**src/rtl/copper.sv**
```systemverilog
// Copper coprocessor: fetches MOVE/WAIT/SKIP instruction pairs over a DMA port
// and drives MOVE results onto the custom-register write bus.
module copper (
  input  logic        clk,
  input  logic        reset,
  input  logic        ecs,
  input  logic        dma_enable,
  input  logic        blit_busy,
  input  logic [15:0] data_in,
  input  logic [8:1]  reg_address_in,
  input  logic [8:0]  hpos,
  input  logic [10:0] vpos,
  input  logic        eof,
  output logic        dma_req,
  input  logic        dma_ack,
  output logic [20:1] address_out,
  output logic [8:1]  reg_address_out,
  output logic [15:0] data_out
);

  typedef enum logic [2:0] {
    STOP    = 3'd0,
    FETCH1  = 3'd1,
    FETCH2  = 3'd2,
    EXEC    = 3'd3,
    WAITING = 3'd4
  } state_t;

  state_t      state_q, state_d;
  logic        cdang_q, cdang_d;
  logic [20:1] cop1lc_q, cop1lc_d;
  logic [20:1] cop2lc_q, cop2lc_d;
  logic [20:1] pc_q, pc_d;
  logic [15:0] ir1_q, ir1_d;
  logic [15:0] ir2_q, ir2_d;
  logic        wait_hit_q, wait_hit_d;
  logic        dma_req_q, dma_req_d;
  logic [20:1] address_out_q, address_out_d;
  logic [8:1]  reg_address_out_q, reg_address_out_d;
  logic [15:0] data_out_q, data_out_d;

  logic        copjmp1, copjmp2, restart, ack;
  logic [7:0]  v_mask;
  logic [6:0]  h_mask;
  logic [14:0] beam_pos, beam_ref;
  logic        beam_match;
  logic        unused_beam_bits;

  assign unused_beam_bits = ^{hpos[1:0], vpos[10:8]};

  function automatic logic move_legal(input logic [8:1] addr, input logic cd, input logic ecs_en);
    if (addr >= 8'h40)
      return 1'b1;
    else if (addr >= 8'h20)
      return cd;
    else
      return cd & ecs_en;
  endfunction

  assign copjmp1 = (reg_address_in == 8'h44);
  assign copjmp2 = (reg_address_in == 8'h45);
  assign restart = eof | copjmp1 | copjmp2;
  assign ack     = dma_req_q & dma_ack;

  // Beam compare shared by WAIT and SKIP; vertical bit 7 can never be masked.
  assign v_mask     = {1'b1, ir2_q[14:8]};
  assign h_mask     = ir2_q[7:1];
  assign beam_pos   = {vpos[7:0] & v_mask, hpos[8:2] & h_mask};
  assign beam_ref   = {ir1_q[15:8] & v_mask, ir1_q[7:1] & h_mask};
  assign beam_match = (beam_pos >= beam_ref) && (ir2_q[15] || !blit_busy);

  always_ff @(posedge clk) begin
    if (reset) begin
      state_q           <= STOP;
      cdang_q           <= 1'b0;
      cop1lc_q          <= '0;
      cop2lc_q          <= '0;
      pc_q              <= '0;
      ir1_q             <= '0;
      ir2_q             <= '0;
      wait_hit_q        <= 1'b0;
      dma_req_q         <= 1'b0;
      address_out_q     <= '0;
      reg_address_out_q <= 8'hFF;
      data_out_q        <= '0;
    end else begin
      state_q           <= state_d;
      cdang_q           <= cdang_d;
      cop1lc_q          <= cop1lc_d;
      cop2lc_q          <= cop2lc_d;
      pc_q              <= pc_d;
      ir1_q             <= ir1_d;
      ir2_q             <= ir2_d;
      wait_hit_q        <= wait_hit_d;
      dma_req_q         <= dma_req_d;
      address_out_q     <= address_out_d;
      reg_address_out_q <= reg_address_out_d;
      data_out_q        <= data_out_d;
    end
  end

  always_comb begin
    state_d  = state_q;
    cdang_d  = cdang_q;
    cop1lc_d = cop1lc_q;
    cop2lc_d = cop2lc_q;
    pc_d     = pc_q;
    ir1_d    = ir1_q;
    ir2_d    = ir2_q;

    case (reg_address_in)
      8'h17:   cdang_d = data_in[1];
      8'h40:   cop1lc_d[20:16] = data_in[4:0];
      8'h41:   cop1lc_d[15:1] = data_in[15:1];
      8'h42:   cop2lc_d[20:16] = data_in[4:0];
      8'h43:   cop2lc_d[15:1] = data_in[15:1];
      default: ;
    endcase

    case (state_q)
      STOP: ;
      FETCH1: begin
        if (ack) begin
          ir1_d   = data_in;
          pc_d    = pc_q + 20'd1;
          state_d = FETCH2;
        end
      end
      FETCH2: begin
        if (ack) begin
          ir2_d   = data_in;
          pc_d    = pc_q + 20'd1;
          state_d = EXEC;
        end
      end
      EXEC: begin
        if (!ir1_q[0])
          state_d = move_legal(ir1_q[8:1], cdang_q, ecs) ? FETCH1 : STOP;
        else if (!ir2_q[0])
          state_d = WAITING;
        else begin
          if (beam_match)
            pc_d = pc_q + 20'd2;
          state_d = FETCH1;
        end
      end
      WAITING: begin
        if (wait_hit_q)
          state_d = FETCH1;
      end
      default: state_d = STOP;
    endcase

    // A restart overrides whatever the sequencer decided, including a same-cycle ack.
    if (restart) begin
      state_d = FETCH1;
      pc_d    = copjmp2 ? cop2lc_q : cop1lc_q;
    end

    wait_hit_d = (state_q == WAITING) && (state_d == WAITING) && beam_match;
  end

  always_comb begin
    dma_req_d         = dma_enable && (state_d == FETCH1 || state_d == FETCH2);
    address_out_d     = pc_d;
    reg_address_out_d = 8'hFF;
    data_out_d        = '0;
    // The MOVE write is registered so it shows up during the EXEC cycle.
    if (state_d == EXEC && !ir1_q[0] && move_legal(ir1_q[8:1], cdang_q, ecs)) begin
      reg_address_out_d = ir1_q[8:1];
      data_out_d        = ir2_d;
    end
  end

  assign dma_req         = dma_req_q;
  assign address_out     = address_out_q;
  assign reg_address_out = reg_address_out_q;
  assign data_out        = data_out_q;

endmodule

```
**config.mk**
```make
export PLATFORM = sky130hd
export DESIGN_NAME = copper
export DESIGN_NICKNAME = d
export VERILOG_FILES = /design/src/rtl/copper.sv
export SDC_FILE = /design/constraint.sdc
export NUM_CORES = 1
export LEC_CHECK = 0
export BUFFER_PORTS_ARGS = -buffer_cell sky130_fd_sc_hd__buf_2
export CAP_MARGIN = 30
export CORE_MARGIN = 1.5
export CORE_UTILIZATION = 45
export CTS_BUF_LIST = sky130_fd_sc_hd__clkbuf_4 sky130_fd_sc_hd__clkbuf_8
export DETAILED_ROUTE_END_ITERATION = 8
export PLACE_DENSITY = 0.66
export SYNTH_ARGS = -nofsm -noshare
export SYNTH_HDL_FRONTEND = slang
export SYNTH_SLANG_ARGS = --single-unit
```
**constraint.sdc**
```tcl
create_clock -name clk -period 1.96 [get_ports clk]
set_input_delay 0.098 -clock clk [delete_from_list [all_inputs] [get_ports clk]]
set_output_delay 0.098 -clock clk [all_outputs]
set_load 0.005 [all_outputs]
```
[Word-level counts from Yosys, hierarchy flattened]
Cells that the tools add are included.
Operators by class
  $add $sub $neg: 2
  multipliers: 0
  divide/modulo/power cells: 0
  order comparisons: 3
  equal/unequal tests: 19
  shifts and indexed selects: 0
  muxes and demuxes: 21
  bitwise operators: 9
  reductions and logical operators: 16
Operators by type and width (count)
  two-way mux 20 bit: 6
  equality test 8 x 7 -> 1 bit (second input constant): 6
  case mux 20 bit (2 select lines): 1
  two-way mux 16 bit: 2
  adder 20 x 1 -> 20 bit (second input constant): 1
  adder 20 x 2 -> 20 bit (second input constant): 1
  two-way mux 3 bit: 6
  bitwise AND 8 bit: 2
  greater-or-equal comparator 15 bit: 1
  case mux 3 bit (5 select lines): 1
  bitwise AND 7 bit: 2
  equality test 3 x 2 -> 1 bit (second input constant): 4
  != test 3 bit (second input constant): 3
  equality test 8 x 5 -> 1 bit (second input constant): 1
  greater-or-equal comparator 8 x 6 -> 1 bit (second input constant): 1
  greater-or-equal comparator 8 x 7 -> 1 bit (second input constant): 1
  equality test 3 x 1 -> 1 bit (second input constant): 2
  equality test 3 bit (second input constant): 2
  logical AND 1 bit: 6
  two-way mux 1 bit: 5
  AND reduction 5 bit: 1
  OR reduction 2 bit: 2
  zero test 3 bit: 1
  != test 3 x 1 -> 1 bit (second input constant): 1
  7 further kinds: 11
Word-level totals
  register bits after elaboration: 122
  bits in latches: 0
  bits in writable memories: 0
  ROM bits: 0
  input bits: 51
  output and inout bits: 45
  logic and storage cells: 83
  memories kept: 0

[Logic depth before layout (Yosys ltp)]
Gate-level depths: netlist of the first run.
  word-level depth: 14
  depth in mapped cells: 9
  depth with buffers taken out: 8

[Worst setup path before layout of the first run]
No wires, ideal clock.
  kind: register to register
  start: reg ir2_q[11]
  end: reg address_out_q, in the netlist address_out[17]
  library setup time: 135 ps
  data arrival time: 2034 ps
  required time: 1825 ps
  setup slack: -209 ps
  stages on the path, launching flop included: 10
  buffers on the path: 1
  clock period less this slack: 2169 ps
  cell sequence: dfxtp_1 > and2_1 > ha_1 > a21oi_1 > o21ai_1 > a2111oi_2 > a21oi_2 > nor2_2 > buf_2 > o32ai_2
Between the ends
  cells in the longest elaborated chain, start to end: 5
  elaborated cells on any way between the ends: 6
  those cells by class: order compare (1); eq/ne (1); bitwise (2); reduce/logical (2)
RTL lines
  start: declaration: RTL line 35  | logic [15:0] ir2_q, ir2_d;
  start signal: assignment: RTL line 93  | ir2_q <= ir2_d;
  bitwise AND 8 bit (on tied branches): RTL line 68, 69
  greater-or-equal comparator 15 bit *: RTL line 70  | assign beam_match = (beam_pos >= beam_ref) && (ir2_q[15] || !blit_busy);
  logical AND 1 bit *: RTL line 70
  != test 3 bit (no line) *
  AND reduction 5 bit (no line) *
  end signal: assignment: RTL line 96  | address_out_q <= address_out_d;
  end: declaration: RTL line 38  | logic [20:1] address_out_q, address_out_d;
Every way passes the cells marked *; elsewhere a longest branch is shown, timed or not.
A chain may end at the register's enable or synchronous reset.

[Worst setup path after layout of the first run]
  start: reg ir2_q[6]
  end: reg address_out_q, in the netlist address_out[8]
Between the ends
  cells in the longest elaborated chain, start to end: 5
  elaborated cells on any way between the ends: 6
  those cells by class: order compare (1); eq/ne (1); bitwise (2); reduce/logical (2)
RTL lines (RTL line)
  bitwise AND 7 bit (on tied branches): 68, 69
  greater-or-equal comparator 15 bit *: 70
  logical AND 1 bit *: 70
  != test 3 bit (no line) *
  AND reduction 5 bit (no line) *
Marked as above.

==> impl_metrics.py, run 1 <==
metrics = {
    "outcome": {
        "status": "finished with violations",
        "violations": "setup timing",
    },
    "synthesis": {
        "synth_nets": 715,
        "yosysTopAreaCell": "dfxtp_1",
        "ys_warn_count": 0,
        "synth_edf_count": 0,
        "synthFlopType": "dfxtp_1",
        "synth_compound_area_share_pct": 15.9,
        "synth_xor_xnor_area_share_pct": 0.311,
        "ys_types": 64,
        "synth_async_sr_flop_share_pct": 0,
        "synth.mux.area_fraction_pct": 8.97,
        "yosys.area_share.simple_pct": 24.3,
        "synth.ff_latch_count": 122,
        "synth_top_family_by_area": "simple AND/OR/NAND/NOR gates",
        "syn_area_per_cell_um2": 8.71,
        "seq_area_frac_synth_pct": 43.3,
        "synthTopCellsByArea": "dfxtp_1, mux2i_1, nand2_1, a21oi_1, nor2_1",
        "synth_fa_ha_area_share_pct": 3.77,
        "synth_cells": 647,
        "yosysTopAreaCellShare_pct": 43.3,
        "syn-cell-area_um2": 5640,
    },
    "critical_path": {
        "worstPathRequired_ns": 2.28,
        "reg2reg_depth": 10,
        "critPathTopFamily": "compound AO/OA/AOI/OAI gates",
        "path_cells": "and2_4 -> ha_4 -> nand4_1 -> buf_4 -> a21oi_4 -> o31ai_4 -> a21o_1 -> buf_12 -> a21oi_1 -> o32ai_4",
        "max_stage_delay_ns": 0.33,
        "crit_fanout": 18,
        "rr_startpoint": "ir2_q[6]$_SDFF_PP0_",
        "timing.rr.end": "address_out[8]$_SDFFE_PP0P_",
        "slowest_stage": "dfxtp_2",
        "crit_path_start_kind": "register",
        "cp_num_buf_inv": 2,
        "r2r_setup_slack_ns": -0.33,
        "worstSetupPathType": "reg2reg",
        "end_kind": "register",
        "critical_path_arrival_ns": 2.61,
    },
    "floorplanning": {
        "fp.dieH_um": 115,
        "die-area_um2": 13200,
        "io_pins": 96,
        "die_x_um": 115,
        "row_count": 40,
        "start_util_pct": 46.5,
        "coreArea_um2": 12100,
    },
    "grt": {
        "grt_pass1_wl_mm": 25.6,
        "grt_overflow": 0,
        "antenna_found_initial": 0,
        "grt_pass1_vias": 5115,
        "track_usage_pct": 25.2,
        "grt_max_degree": 96,
    },
    "routing": {
        "wirelength_mm": 16.3,
        "routedWlPerCell_um": 16.9,
        "routed_via_density": 5.48,
        "num_vias": 5293,
        "route.detailed.drc": 0,
        "drt_iter0_drc": 392,
        "drtPass1Iterations": 5,
        "postRouteAntennaNets": 0,
    },
    "timing": {
        "worst_slack_ns": -0.326,
        "rsz0062_at_grt": "yes",
        "relSlewSlack_pct": 50.7,
        "tightest_slew_ns": 0.740,
        "fin_crit_ns": 2.29,
        "finalSetupViolations": 19,
        "max_freq_mhz": 437,
        "drv_slew": 0,
        "worst_clock_skew_ns": 0.00834,
        "period_share_pct": 117,
        "finalHoldViolCount": 0,
    },
    "cts": {
        "cts_sinks": 122,
        "clk_latency_ns": 0.46,
        "htree_num_levels": 4,
        "cts.reportedPaths.clkPinSlew_ns": 0.07,
        "cts_buffers": 17,
        "clk_path_buf_depth": 2,
        "cts-root-buf": "clkbuf_8",
        "cts_tree": "done",
    },
    "pwr": {
        "netSwitchingFraction_pct": 23.5,
        "p_int_w": 0.00398,
        "peakVddDrop_mv": 0.384,
        "power_frac_seq_pct": 48.0,
        "power.total_w": 0.00521,
        "pwr-share-comb_pct": 7.4,
        "clockPowerShare_pct": 44.5,
        "p_switching_w": 0.00122,
        "leakage_nw": 3.06,
        "powerDensity_nw_per_um2": 684,
    },
    "place": {
        "placed_cells": 909,
        "dp_hpwl_mm": 11.1,
        "pre_cts_ws_ns": -0.435,
        "io_buffers": 90,
        "finalWeightedCongestion": 0.857,
        "placed_cell_area_um2": 6590,
    },
    "final_layout": {
        "syn_to_final_growth_pct": 35.1,
        "fillCellCount": 1059,
        "nets": 854,
        "drive_gt1_share_pct": 33.5,
        "layoutNonFillerInstCount": 966,
        "n_antenna_cell": 0,
        "final_util_pct": 62.9,
        "final_area_um2": 7610,
    },
    "worst_hold_path": {
        "min_from": "blit_busy",
        "hold_class": "in2reg",
        "holdPathStages": 4,
        "hold_path_end": "wait_hit_q$_SDFF_PP0_",
    },
    "job": {
        "maxCapViolCount": 0,
    },
}
[cell type report]
type                    instances  area (um2)  share of cell area (%)
flip-flops and latches        122        2450                    32.2
well taps                     168         210                    2.76
clock inverters                 9         123                    1.61
repair buffers                159        1130                    14.9
clock buffers                  22         278                    3.65
multi-input cells             481        3400                    44.6
inverters                       5        18.8                   0.246
[worst register-to-register path, stage by stage (launching register included)]
cell and delay, ns:
dfxtp_2 0.33, and2_4 0.14, ha_4 0.26, nand4_1 0.20
buf_4 0.21, a21oi_4 0.15, o31ai_4 0.08, a21o_1 0.24
buf_12 0.17, a21oi_1 0.24, o32ai_4 0.12
[stage by stage]
step | hold WS (ns) | TNS [ns]
6_report | 0.0153 | -5.15
5_1_grt | 0.0496 | -6.85
4_1_cts | 0.00140 | -5.08
3_5_place_dp | 0.395 | -7.27
3_3_place_gp | 0.388 | -6.55
2_1_floorplan | 0.214 | -1.05
[routing by layer]
layer  wire [um]  GRT usage [%]  vias up
met5           0              0        -
met1        7220           31.5     2520
met3         815           5.22       31
met4         439           11.4        0
li1            -              -     2580
met2        7880           42.1      162
[sequential cells by signal (all words and copies together) (netlist names)]
name and cells:
dma_req 1, data_out 16, cop2lc_q 20, cdang_q 1, wait_hit_q 1, cop1lc_q 20
ir2_q 16, reg_address_out 8, address_out 20, ir1_q 16, state_q 3
[cell families after synthesis]
kind of cell               count (synthesis)
muxes                                     50
buffers and inverters                     44
AOI/OAI and AO/OA                        133
DFF                                      122
xor gates and xnor gates                   2
adders and majority gates                 17
and+or+nand+nor                          279
[layout by cell type, fill, tap and decap left out, types with 8 or more instances in the layout]
master           n
dfxtp_1        112
buf_2           90
ha_1             9
clkbuf_8        18
a21oi_1         59
nor2_1          81
nand3_1         10
nand4_1          8
nand2_1        105
dlygate4sd3_1   18
mux2i_1         46
buf_4           41
o32ai_2         10
dfxtp_2         10
buf_12           8
and2_4           9
ha_4             8
nor3_1           8
or2_2            8
[power by group through the flow]
stage               registers (W)  clock network, W  logic (W)
detailed placement        0.00256                 0   0.000310
global placement          0.00256                 0   0.000305
finish                    0.00250           0.00232   0.000386
CTS                       0.00250           0.00235   0.000357
global route              0.00250           0.00245   0.000413
floorplan                 0.00256                 0   0.000156
[how the worst max path moves through the flow]
stage                         startpoint                           end  cells after the start
floorplan           ir2_q[11]$_SDFF_PP0_  address_out[11]$_SDFFE_PP0P_                      9
global placement     ir2_q[5]$_SDFF_PP0_  address_out[12]$_SDFFE_PP0P_                     10
detailed placement   ir2_q[5]$_SDFF_PP0_   address_out[8]$_SDFFE_PP0P_                     10
CTS                  ir2_q[6]$_SDFF_PP0_  address_out[11]$_SDFFE_PP0P_                     11
global route         ir2_q[6]$_SDFF_PP0_   address_out[8]$_SDFFE_PP0P_                     11
finish               ir2_q[6]$_SDFF_PP0_   address_out[8]$_SDFFE_PP0P_                     10
[Yosys cell counts, types with 3 or more instances]
| cell type | number |
|---|---|
| nor4_1 | 8 |
| a21oi_1 | 65 |
| o32ai_2 | 4 |
| buf_2 | 14 |
| clkbuf_1 | 21 |
| nand3_1 | 11 |
| mux2_2 | 4 |
| and2_1 | 15 |
| a221oi_1 | 9 |
| a211oi_1 | 5 |
| nand2b_1 | 5 |
| or2_2 | 8 |
| a22oi_1 | 8 |
| dfxtp_1 | 122 |
| buf_4 | 3 |
| nand3b_1 | 3 |
| o32ai_1 | 10 |
| inv_1 | 4 |
| o21ai_0 | 7 |
| nand4_1 | 8 |
| ha_1 | 17 |
| nor3_1 | 9 |
| nand2_1 | 106 |
| nor2_1 | 82 |
| a31oi_1 | 3 |
| and3_1 | 3 |
| mux2i_1 | 46 |
[repair_timing]
action / in CTS / in global routing
setup buffers: 2 / 8
endpoints found under the hold margin: 68 / 0
pin swaps: 19 / 18
setup endpoints to repair: 19 / 27
hold buffers: 18 / 0
gates resized for setup: 33 / 30
gates cloned: 0 / 1
(Power assumes the default switching activity.)
==> run 2: changes to the inputs <==
--- a/config.mk
+++ b/config.mk
@@ -8,10 +8,11 @@
 export BUFFER_PORTS_ARGS = -buffer_cell sky130_fd_sc_hd__buf_2
 export CAP_MARGIN = 30
 export CORE_MARGIN = 1.5
-export CORE_UTILIZATION = 45
+export CORE_UTILIZATION = 40
 export CTS_BUF_LIST = sky130_fd_sc_hd__clkbuf_4 sky130_fd_sc_hd__clkbuf_8
 export DETAILED_ROUTE_END_ITERATION = 8
-export PLACE_DENSITY = 0.66
+export PLACE_DENSITY = 0.59
+export SLEW_MARGIN = 15
 export SYNTH_ARGS = -nofsm -noshare
 export SYNTH_HDL_FRONTEND = slang
 export SYNTH_SLANG_ARGS = --single-unit
==> impl_metrics.py, run 2 (same netlist as run 1, synthesis figures left out) <==
metrics = {
    "grt": {
        "antenna_found_initial": 0,
        "grt_max_degree": 96,
        "track_usage_pct": 23.3,
        "grt_pass1_wl_mm": 26.3,
        "grt_pass1_vias": 5076,
        "grt_overflow": 0,
    },
    "routing": {
        "drt_iter0_drc": 368,
        "postRouteAntennaNets": 0,
        "wirelength_mm": 16.8,
        "route.detailed.drc": 0,
        "num_vias": 5370,
        "drtPass1Iterations": 5,
        "routed_via_density": 5.44,
        "routedWlPerCell_um": 17.0,
    },
    "floorplanning": {
        "fp.dieH_um": 122,
        "die_x_um": 122,
        "die-area_um2": 14800,
        "io_pins": 96,
        "coreArea_um2": 13800,
        "start_util_pct": 40.8,
        "row_count": 43,
    },
    "cts": {
        "cts_tree": "done",
        "cts_sinks": 122,
        "htree_num_levels": 4,
        "cts.reportedPaths.clkPinSlew_ns": 0.07,
        "clk_path_buf_depth": 2,
        "clk_latency_ns": 0.44,
        "cts_buffers": 17,
        "cts-root-buf": "clkbuf_8",
    },
    "place": {
        "finalWeightedCongestion": 0.838,
        "io_buffers": 90,
        "dp_hpwl_mm": 11.4,
    },
    "pwr": {
        "leakage_nw": 3.11,
        "peakVddDrop_mv": 0.426,
        "power.total_w": 0.00514,
        "powerDensity_nw_per_um2": 667,
    },
    "worst_hold_path": {
        "hold_class": "in2reg",
    },
    "final_layout": {
        "drive_gt1_share_pct": 35.0,
        "n_antenna_cell": 0,
        "fillCellCount": 1249,
        "nets": 863,
        "layout_commonest_cell": "dfxtp_1",
        "syn_to_final_growth_pct": 36.9,
        "final_cell_mix": "dfxtp_1, nand2_1, buf_2",
    },
    "timing": {
        "max_freq_mhz": 435,
        "worst_slack_ns": -0.341,
        "finalHoldViolCount": 0,
        "finalSetupViolations": 19,
        "worst_clock_skew_ns": 0.00773,
        "whs_ns": 0.0700,
        "relSlewSlack_pct": 50.3,
        "rsz0062_at_grt": "yes",
        "tightest_slew_ns": 0.746,
        "drv_slew": 0,
        "fin_crit_ns": 2.30,
        "period_share_pct": 117,
    },
    "critical_path": {
        "worstPathRequired_ns": 2.27,
        "cp_num_buf_inv": 2,
        "worstSetupPathType": "reg2reg",
        "crit_path_start_kind": "register",
        "critical_path_arrival_ns": 2.62,
        "crit_fanout": 9,
        "slowest_stage": "dfxtp_2",
        "critPathTopFamily": "compound AO/OA/AOI/OAI gates",
        "end_kind": "register",
        "max_stage_delay_ns": 0.33,
        "path_cells": "and2_4 -> ha_4 -> nand4_1 -> buf_4 -> nor4_4 -> a2111oi_4 -> a21o_4 -> buf_16 -> a21oi_2 -> o32ai_4",
    },
    "outcome": {
        "status": "finished with violations",
        "violations": "setup timing",
    },
    "job": {
        "maxCapViolCount": 0,
    },
}
==> run 2: cell count changes in the layout (fill, tap and decap cells not counted), moves of 3 or more <==
cell and delta:
a21oi_1 -4, a21oi_2 +6, buf_16 +3, buf_4 +6
ha_1 -3, ha_4 +3, o32ai_1 +5, o32ai_4 -3
==> run 2: metrics by stage <==
| step | area, um2 | setup slack, ns | instances | setup TNS, ns | utilization, % |
|---|---|---|---|---|---|
| after detailed placement | 6660 | -0.419 | 929 | -7.14 | 48.2 |
| final | 7720 | -0.341 | 988 | -5.47 | 55.8 |
| after global routing | 7720 | -0.408 | 988 | -6.76 | 55.8 |
| after CTS | 7610 | -0.278 | 987 | -4.30 | 55.0 |
| after global placement | 6660 | -0.347 | 929 | -6.13 | 48.2 |
| after floorplan | 5700 | -0.0759 | 647 | -1.05 | - |
==> run 2: routing by layer <==
layer,global-route usage [%],part of all wire [%],vias to the layer above
li1,-,-,2596
met1,30.1,45,2583
met2,38.2,49,163
met3,4.78,4.5,28
met4,9.04,1.9,0
met5,0,0,-
==> run 2: report_power, final <==
group / switching (W) / total, W / internal, W
sequential: 0.0000110 / 0.00250 / 0.00249
clock: 0.000979 / 0.00225 / 0.00128
combinational: 0.000223 / 0.000387 / 0.000164
==> run 2: layout make-up <==
cell class,instances,area [um2],area share [%]
Clock inverter,8,92.6,1.20
Multi-Input combinational cell,481,3370,43.7
Clock buffer,24,305,3.96
Tap cell,180,225,2.92
Timing Repair Buffer,168,1250,16.2
Sequential cell,122,2460,31.8
Inverter,5,18.8,0.243
==> run 2: worst paths after layout <==
| kind | from | to | slack [ns] | cells after the start |
|---|---|---|---|---|
| worst max-delay path | ir2_q[7]$_SDFF_PP0_ | address_out[20]$_SDFFE_PP0P_ | -0.34 | 10 |
| worst min-delay path | reset | state_q[1]$_SDFF_PP0_ | 0.07 | 3 |
| worst max register to register | ir2_q[7]$_SDFF_PP0_ | address_out[20]$_SDFFE_PP0P_ | -0.34 | 10 |
| worst min register to register | cop2lc_q[13]$_SDFFE_PP0N_ | cop2lc_q[13]$_SDFFE_PP0N_ | 0.46 | 2 |
==> run 2: tightest hold or removal path, stage by stage <==
cell	delay (ns)
buf_2	0.13
clkinv_1	0.07
and3_1	0.17
==> run 2: what timing repair did <==
action | CTS | global route
buffers inserted | 5 | 1
setup endpoints to repair | 19 | 27
hold buffers | 18 | 0
gates cloned | 3 | 0
pin swaps | 12 | 8
gates resized for setup | 47 | 22
hold endpoints to repair | 64 | 0
